==> src/rtl/mu0_pkg.sv <==
// mu0_pkg: shared state encoding and opcode constants for the MU0 sequencer and decoder
package mu0_pkg;
  typedef enum logic [2:0] {S_START, S_FETCH, S_EXEC1, S_EXEC2, S_PARK, S_HALT} state_t;
  localparam logic [3:0] OP_LDA = 4'b0000;
  localparam logic [3:0] OP_STO = 4'b0001;
  localparam logic [3:0] OP_ADD = 4'b0010;
  localparam logic [3:0] OP_SUB = 4'b0011;
  localparam logic [3:0] OP_JMP = 4'b0100;
  localparam logic [3:0] OP_JGE = 4'b0101;
  localparam logic [3:0] OP_JNE = 4'b0110;
  localparam logic [3:0] OP_STP = 4'b0111;
endpackage

==> src/rtl/mu0_sequencer.sv <==
// mu0_sequencer: MU0 fetch/execute phase FSM with instruction register, park/halt and retired-instruction counter (CLK/RST/RUN/MEM_Q/EXTRA in; phase strobes, OP/IR_ADDR, IDLE/HALTED, INSTR_CNT out)
module mu0_sequencer
  import mu0_pkg::*;
(
  input  logic        CLK,
  input  logic        RST,
  input  logic        RUN,
  input  logic [15:0] MEM_Q,
  input  logic        EXTRA,
  output logic        FETCH,
  output logic        EXEC1,
  output logic        EXEC2,
  output logic [3:0]  OP,
  output logic [11:0] IR_ADDR,
  output logic        IDLE,
  output logic        HALTED,
  output logic [15:0] INSTR_CNT
);
  state_t state, nxt, bnd;
  logic [15:0] ir;
  logic retire;
  assign OP = ir[15:12];
  assign IR_ADDR = ir[11:0];
  always_comb begin
    bnd = RUN ? S_FETCH : S_PARK;
    nxt = state;
    case (state)
      S_START, S_PARK: nxt = bnd;
      S_FETCH:         nxt = S_EXEC1;
      S_EXEC1:         nxt = ir[15:12] == OP_STP ? S_HALT : EXTRA ? S_EXEC2 : bnd;
      S_EXEC2:         nxt = bnd;
      default:         nxt = state;
    endcase
    retire = (state == S_EXEC1 && nxt != S_EXEC2) || state == S_EXEC2;
  end
  always_ff @(posedge CLK) begin
    if (RST) begin
      state     <= S_START;
      ir        <= '0;
      INSTR_CNT <= '0;
      FETCH     <= 1'b0;
      EXEC1     <= 1'b0;
      EXEC2     <= 1'b0;
      IDLE      <= 1'b0;
      HALTED    <= 1'b0;
    end else begin
      state  <= nxt;
      ir     <= state == S_FETCH ? MEM_Q : ir;
      if (retire && INSTR_CNT != 16'hFFFF) INSTR_CNT <= INSTR_CNT + 16'd1;
      FETCH  <= nxt == S_FETCH;
      EXEC1  <= nxt == S_EXEC1;
      EXEC2  <= nxt == S_EXEC2;
      IDLE   <= nxt == S_PARK;
      HALTED <= nxt == S_HALT;
    end
  end
endmodule

==> config.mk <==
export PLATFORM = sky130hd
export DESIGN_NAME = mu0_sequencer
export DESIGN_NICKNAME = d
export VERILOG_FILES = /design/src/rtl/mu0_pkg.sv /design/src/rtl/mu0_sequencer.sv
export SDC_FILE = /design/constraint.sdc
export NUM_CORES = 1
export LEC_CHECK = 0
export ABC_AREA = 1
export CAP_MARGIN = 20
export CORE_ASPECT_RATIO = 1.75
export CORE_MARGIN = 3
export CORE_UTILIZATION = 35
export DETAILED_ROUTE_END_ITERATION = 16
export PLACE_DENSITY = 0.59
export RECOVER_POWER = 100
export REMOVE_ABC_BUFFERS = 1
export SYNTH_ARGS = -nofsm -noshare
export SYNTH_HDL_FRONTEND = slang
export SYNTH_SLANG_ARGS = --single-unit
==> constraint.sdc <==
create_clock -name CLK -period 3.9 [get_ports CLK]
set_input_delay 0.975 -clock CLK [delete_from_list [all_inputs] [get_ports CLK]]
set_output_delay 0.975 -clock CLK [all_outputs]
set_load 0.01 [all_outputs]
* Yosys cells after proc, flatten, opt, wreduce, memory -nomap -nowiden
Index checks and enable logic that the tools add are counted.
** Operators by class
- Add/sub/neg operators :: 1
- Multipliers :: 0
- Divide/modulo/power cells :: 0
- Order comparisons :: 0
- Equal/unequal tests :: 12
- Shift operators :: 0
- Multiplexer cells :: 4
- Bitwise logic cells :: 0
- Reduce and logical (&&, ||, !) cells :: 5
** Operators with widths (number)
- adder 16 x 1 -> 16 bit (second input constant) :: 1
- != test 16 bit (second input constant) :: 1
- equality test 3 x 2 -> 1 bit (second input constant) :: 4
- equality test 3 bit (second input constant) :: 3
- two-way mux 3 bit :: 3
- one-hot mux 3 bit (3 select lines) :: 1
- equality test 3 x 1 -> 1 bit (second input constant) :: 2
- equality test 4 x 3 -> 1 bit (second input constant) :: 1
- logical NOT 3 bit :: 1
- != test 3 x 2 -> 1 bit (second input constant) :: 1
- OR reduction 3 bit :: 1
- logical AND 1 bit :: 2
- logical OR 1 bit :: 1
** Word-level totals
- Register bits after elaboration :: 40
- Bits in latches :: 0
- Bits in writable memories :: 0
- ROM bits :: 0
- Input port bits :: 20
- Output and inout bits :: 37
- Logic and storage cells :: 30
- Memories kept :: 0

* Longest topological paths before layout
- Word-level depth :: 8
- Depth in mapped cells :: 10
- Depth with buffers taken out :: 10

* Worst setup path after synthesis
No wires, ideal clock.
- Path kind :: input to register
- Start point :: input port RST
- End point :: register EXEC1
- Setup time :: 0.135 ns
- Arrival :: 1.760 ns
- Required time :: 3.765 ns
- Slack :: 2.005 ns
- Stages on the path :: 3
- Path buffers :: 2
- Cell sequence :: clkbuf_1 -> clkbuf_1 -> nor2_1
** RTL lines
- from (decl) :: RTL line mu0_sequencer.sv:6 : input logic RST,
- to (signal assigned) :: RTL line mu0_sequencer.sv:42 : EXEC1 <= 1'b0;
- to (signal assigned) :: RTL line mu0_sequencer.sv:51 : EXEC1 <= nxt == S_EXEC1;
- to (decl) :: RTL line mu0_sequencer.sv:11 : output logic EXEC1,
No word-level cell between the ends.

* Worst setup path after layout
- Start point :: input port EXTRA
- End point :: register INSTR_CNT[1]
** Between the ends
- Cells in the longest elaborated chain, start to end :: 7
** RTL lines
- from (decl) :: RTL line mu0_sequencer.sv:9 : input logic EXTRA,
- two-way mux 3 bit (2 in a row) :: RTL line mu0_sequencer.sv:30 : S_EXEC1: nxt = ir[15:12] == OP_STP ? S_HALT : EXTRA ? S_EXEC2 : bnd;
- one-hot mux 3 bit (3 select lines) :: RTL line mu0_sequencer.sv:27 : case (state)
- != test 3 x 2 -> 1 bit :: RTL line mu0_sequencer.sv:34 : retire = (state == S_EXEC1 && nxt != S_EXEC2) || state == S_EXEC2;
- logical AND 1 bit :: RTL line mu0_sequencer.sv:34
- logical OR 1 bit :: RTL line mu0_sequencer.sv:34
- logical AND 1 bit :: RTL line mu0_sequencer.sv:49 : if (retire && INSTR_CNT != 16'hFFFF) INSTR_CNT <= INSTR_CNT + 16'd1;
- to (signal assigned) :: RTL line mu0_sequencer.sv:49
- to (decl) :: RTL line mu0_sequencer.sv:17 : output logic [15:0] INSTR_CNT
Every way passes these cells.
A chain may end at the register's enable or synchronous reset.

==> impl_metrics.yaml <==
layout:
  diodes: 0
  layout-drive-gt1-share_pct: 7.89
  final_nets: 362
  area_delta_synth_final_pct: 33.9
  finalNonFillerCells: 416
  n_fill_cell: 572
synth:
  syn_avg_cell_area_um2: 6.93
  ys_seq_area_share_pct: 40.7
  synth.area.top_cells: "dfxtp_1 (41%), nand2_1 (14%), nor2_1 (9.9%), o21ai_0 (5.9%), a21oi_2 (4.5%)"
  ys_ff_latch: 40
  synth_top_area_cell: "dfxtp_1"
  yosys_warnings: 0
  syn_area_um2: 1970
  synth_top_area_share_pct: 40.7
  synth_cell_types: 25
  syn_inst: 284
floorplan:
  num_rows: 35
  die_w_um: 62.7
  pin_count: 57
  die_y_um: 105
  core_area_um2: 5340
  die_area_um2: 6590
  initial_utilization_pct: 36.8
sta:
  fin_hold_ws_ns: 0.479
  rsz0062_at_grt: "false"
  max_slew.worst_pin.slew_ns: 0.730
  final.period_utilization_pct: 67.8
  hold_viol: 0
  timing.fmax_mhz: 378
  finalSetupTns_ns: 0
  skew_ns: 0.00833
  min_period_ns: 2.64
  finalSetupViolCount: 0
  finalMaxSlewViolations: 0
  relSlewSlack_pct: 51.2
clocking:
  holdBufCountCts: 0
  cts-root-buf: "clkbuf_8"
  cts_buffers: 5
  cts.htree.levels: 2
  cts_setup_buffers: 0
  ctsResizeCount: 0
  cts_sinks: 40
  cts.reportedPaths.clkPinSlew_ns: 0.08
  cts_tree: "yes"
  cts_buffer_depth: 2
  insertion_delay_ns: 0.30
placement:
  dp.cells: 408
  dp.final_hpwl_um: 3620
  port_buffers: 56
  routabilityCongestion: 0.815
grt:
  grt_max_degree: 21
  track_usage_pct: 15.9
  grt_pass1_wl_um: 8500
  grt_pass1_vias: 1930
  antenna_found_initial: 0
  grt_remaining_overflow: 0
routing:
  remaining_drc_errors: 0
  ant_nets: 0
  drt_wl_total_um: 4930
  viasPerCell: 4.66
  post_drt_wl_per_cell_um: 11.8
  vias: 1937
  drt_iter0_drc: 73
  drt_pass1_iterations: 4
worst_setup_path:
  worstReg2RegStart: "INSTR_CNT[0]$_SDFFE_PP0P_"
  path_class: "input port to flop"
  r2r_cells: 9
  cp-end-kind: "flop"
  cp.required_ns: 4.09
  regToRegSetupSlack_ns: 1.74
  cp.arrival_ns: 2.83
  cp_max_fo: 17
  start_kind: "input port"
  r2r-end: "INSTR_CNT[9]$_SDFFE_PP0P_"
hold_path:
  holdPathEnd: "ir[12]$_SDFFE_PP0P_"
  hp-class: "flop to flop"
  hold_start: "ir[12]$_SDFFE_PP0P_"
  hold_path_depth: 2
pwr:
  leakage_nw: 1.12
  power_density_nw_per_um2: 337
  ir_drop_mv: 0.216
flow_run:
  drv_cap: 0
run_status:
  status: "complete, no violations"
==> final cells by class <==
type / instances / area [um2] / share of cell area [%]
Sequential cell: 40 / 801 / 30.4
Clock buffer: 8 / 90.1 / 3.42
Multi-Input combinational cell: 213 / 988 / 37.5
Inverter: 23 / 86.3 / 3.28
Tap cell: 74 / 92.6 / 3.52
Timing Repair Buffer: 58 / 576 / 21.9
==> power by group <==
group          total, mW  internal [mW]  switching [mW]
Sequential         0.453          0.436          0.0165
Combinational      0.144         0.0692          0.0750
Clock              0.291          0.145           0.147
Total              0.888          0.650           0.239
==> cells in the final DEF, fill, tap and decap left out, types with 2 or more instances in the layout <==
| master | instances |
|---|---|
| nand2_1 | 74 |
| nor2_1 | 52 |
| dfxtp_1 | 40 |
| dlygate4sd3_1 | 39 |
| o21ai_0 | 24 |
| inv_1 | 21 |
| nand3_1 | 17 |
| clkdlybuf4s50_1 | 17 |
| a21oi_1 | 15 |
| nand2_2 | 8 |
| clkbuf_8 | 6 |
| nand4_1 | 5 |
| nor2_4 | 3 |
| a21oi_2 | 3 |
| nor3_1 | 3 |
| inv_2 | 2 |
| nand3b_1 | 2 |
| xor2_1 | 2 |
| clkbuf_1 | 2 |
| buf_4 | 2 |
==> metrics by stage <==
stage | util (%) | instance area (um2) | setup WS [ns] | total power [mW]
floorplan | - | 1920 | 2.20 | 0.529
global placement | 48.5 | 2590 | 1.50 | 0.621
detailed placement | 48.5 | 2590 | 1.47 | 0.621
CTS | 50.1 | 2680 | 1.55 | 0.914
global route | 49.3 | 2630 | 1.02 | 0.938
finish | 49.3 | 2630 | 1.26 | 0.888
==> worst max-delay path, cell delays in order <==
cell           delay, ns
dlygate4sd3_1       0.58
nand2_1             0.10
nand2_1             0.08
nand2_1             0.21
nand2_1             0.49
o21ai_0             0.33
nor2_1              0.06
==> routing by layer <==
layer	routed length [um]	GRT usage, %	share of wire [%]
met4	126	9.00	2.6
met5	0	0	0
met2	2530	28.3	51
met3	263	3.98	5.3
met1	2010	16.8	41
==> how the worst max path moves through the flow <==
stage / cells after the start / slack, ns / to / startpoint
final: 7 / 1.26 / INSTR_CNT[1]$_SDFFE_PP0P_ / EXTRA
after global placement: 5 / 1.50 / ir[12]$_SDFFE_PP0P_ / RST
after global routing: 7 / 1.02 / INSTR_CNT[1]$_SDFFE_PP0P_ / EXTRA
after floorplan: 6 / 2.20 / INSTR_CNT[1]$_SDFFE_PP0P_ / EXTRA
after CTS: 1 / 1.55 / INSTR_CNT[13] / INSTR_CNT[13]$_SDFFE_PP0P_
after detailed placement: 5 / 1.47 / ir[12]$_SDFFE_PP0P_ / RST
==> sequential cells by signal (all words and copies together) (netlist names) <==
signal,cells
IDLE,1
HALTED,1
EXEC1,1
INSTR_CNT,16
ir,16
FETCH,1
EXEC2,1
state,3
==> cell usage after synthesis <==
cell / number
a21oi_1: 8
a21oi_2: 10
buf_1: 1
buf_12: 1
clkbuf_1: 6
dfxtp_1: 40
ha_1: 1
inv_1: 21
inv_2: 2
nand2_1: 72
nand2_2: 9
nand2_4: 1
nand2_8: 1
nand3_1: 17
nand3b_1: 2
nand4_1: 5
nor2_1: 52
nor2_4: 3
nor3_1: 3
nor3_2: 1
nor4_1: 1
o21ai_0: 23
o21ai_1: 1
or2_2: 1
xor2_1: 2
==> kinds of logic after synthesis <==
family / synth area share (%)
AOI/OAI and AO/OA: 12.6
and+or+nand+nor: 38.4
xor gates and xnor gates: 0.891
DFF: 40.7
buffers and inverters: 6.74
adders and majority gates: 0.636
Power figures use the tool's default switching activity.
==> edit (config.mk and constraints unchanged) <==
Encoding of `state_t`: now one-hot (6 bits for 6 states).
--- a/src/rtl/mu0_pkg.sv
+++ b/src/rtl/mu0_pkg.sv
@@ -1,6 +1,6 @@
 // mu0_pkg: shared state encoding and opcode constants for the MU0 sequencer and decoder
 package mu0_pkg;
-  typedef enum logic [2:0] {S_START, S_FETCH, S_EXEC1, S_EXEC2, S_PARK, S_HALT} state_t;
+  typedef enum logic [5:0] {S_START = 6'b000001, S_FETCH = 6'b000010, S_EXEC1 = 6'b000100, S_EXEC2 = 6'b001000, S_PARK = 6'b010000, S_HALT = 6'b100000} state_t;
   localparam logic [3:0] OP_LDA = 4'b0000;
   localparam logic [3:0] OP_STO = 4'b0001;
   localparam logic [3:0] OP_ADD = 4'b0010;
Behaviour: same outputs for any inputs over 10 cycles, from zero or initial values and one cycle with RST high; not proved beyond that.
==> edit against the original RTL <==
The run now ends with capacitance limit, slew limit left; total power up 25%; design area up 6.9%; first-iteration DRC count down 23%; worst setup slack worse by 0.39 ns; sequential power up 7.1%; area after synthesis up 7.0%; sequential cell count up 3; routed wire length up 12%; highest routed layer unchanged.
==> edit: results (changes against the original RTL) <==
xor and xnor area share after synthesis=4.578% (+3.7 points); part of the Yosys area used for sequential elements=40.90% (+0.19 points); start point of the worst hold path=ir[11]$_SDFFE_PP0P_; leakage power figure=1.160 nW (+3.6%); time the worst path needs with I/O delays and setup=3.037 ns (+0.3930 ns); termination of the worst setup path=EXEC1$_SDFF_PP0_; WHS Endpoint=ir[11]$_SDFFE_PP0P_; all-layer global routing usage=17.14% (+1.2 points); amount of wire on met3 after detailed routing=157 um (-40%); reg-to-reg slack, setup=1.56 ns (-0.18 ns); largest registers=INSTR_CNT x16, ir x16, state x6; final setup skew=0.006081 ns (-0.002250 ns); largest cells by area after synthesis=sky130_fd_sc_hd__dfxtp_1 41%, sky130_fd_sc_hd__nand2_1 13%, sky130_fd_sc_hd__a21oi_1 5.5%, sky130_fd_sc_hd__nor2_1 5.0%, sky130_fd_sc_hd__a21oi_2 4.6%; met2 GRT Util=32.25% (+3.9 points); count of placed standard cells including taps=407 (-0.25%); list of most frequent post-synthesis cells=73 x sky130_fd_sc_hd__nand2_1, 43 x sky130_fd_sc_hd__dfxtp_1, 28 x sky130_fd_sc_hd__nor2_1, 23 x sky130_fd_sc_hd__a21oi_1, 22 x sky130_fd_sc_hd__inv_1; Slew Viols, Final=31 (+31); met1 usage=18.56% (+1.8 points); Nets=359 (-0.83%); ratio of cells with drive above 1 in the final layout=10.91% (+3.0 points); worst hold slack=0.4647 ns (-0.01388 ns); outcome=complete, but fails checks; placed inst area=2725 sq um (+5.3%); M1 WL=2177 um (+8.4%); count of maximum capacitance violations=1 (+1); failing checks=capacitance limit, slew limit; worst setup path start=RST; critical path arrival=3.24 ns (+0.41 ns); Power per Cell Area=395.2 nW/um^2 (+17%); number of distinct library cells after synthesis=29 (+16%)
edit: where the power goes:
group | leakage, nW | switching [W] | internal, W
logic | 0.748 | 0.000126 | 0.0000844
clock network | 0.0644 | 0.000162 | 0.000255
registers | 0.348 | 0.0000186 | 0.000466
edit: final cells by class:
| type | instances | share of cell area [%] |
|---|---|---|
| clock buffer | 5 | 2.444 |
| multi-input combinational | 207 | 37.82 |
| sequential | 43 | 30.58 |
| timing repair buffer | 58 | 20.31 |
| tap | 76 | 3.378 |
| clock inverter | 3 | 2.400 |
| inverter | 23 | 3.067 |
edit: worst max-delay path: stages:
cell,delay (ns)
sky130_fd_sc_hd__dlygate4sd3_1,0.69
sky130_fd_sc_hd__clkbuf_1,1.18
sky130_fd_sc_hd__nor2_1,0.18
sky130_fd_sc_hd__nand3_1,0.14
sky130_fd_sc_hd__nor2_1,0.05
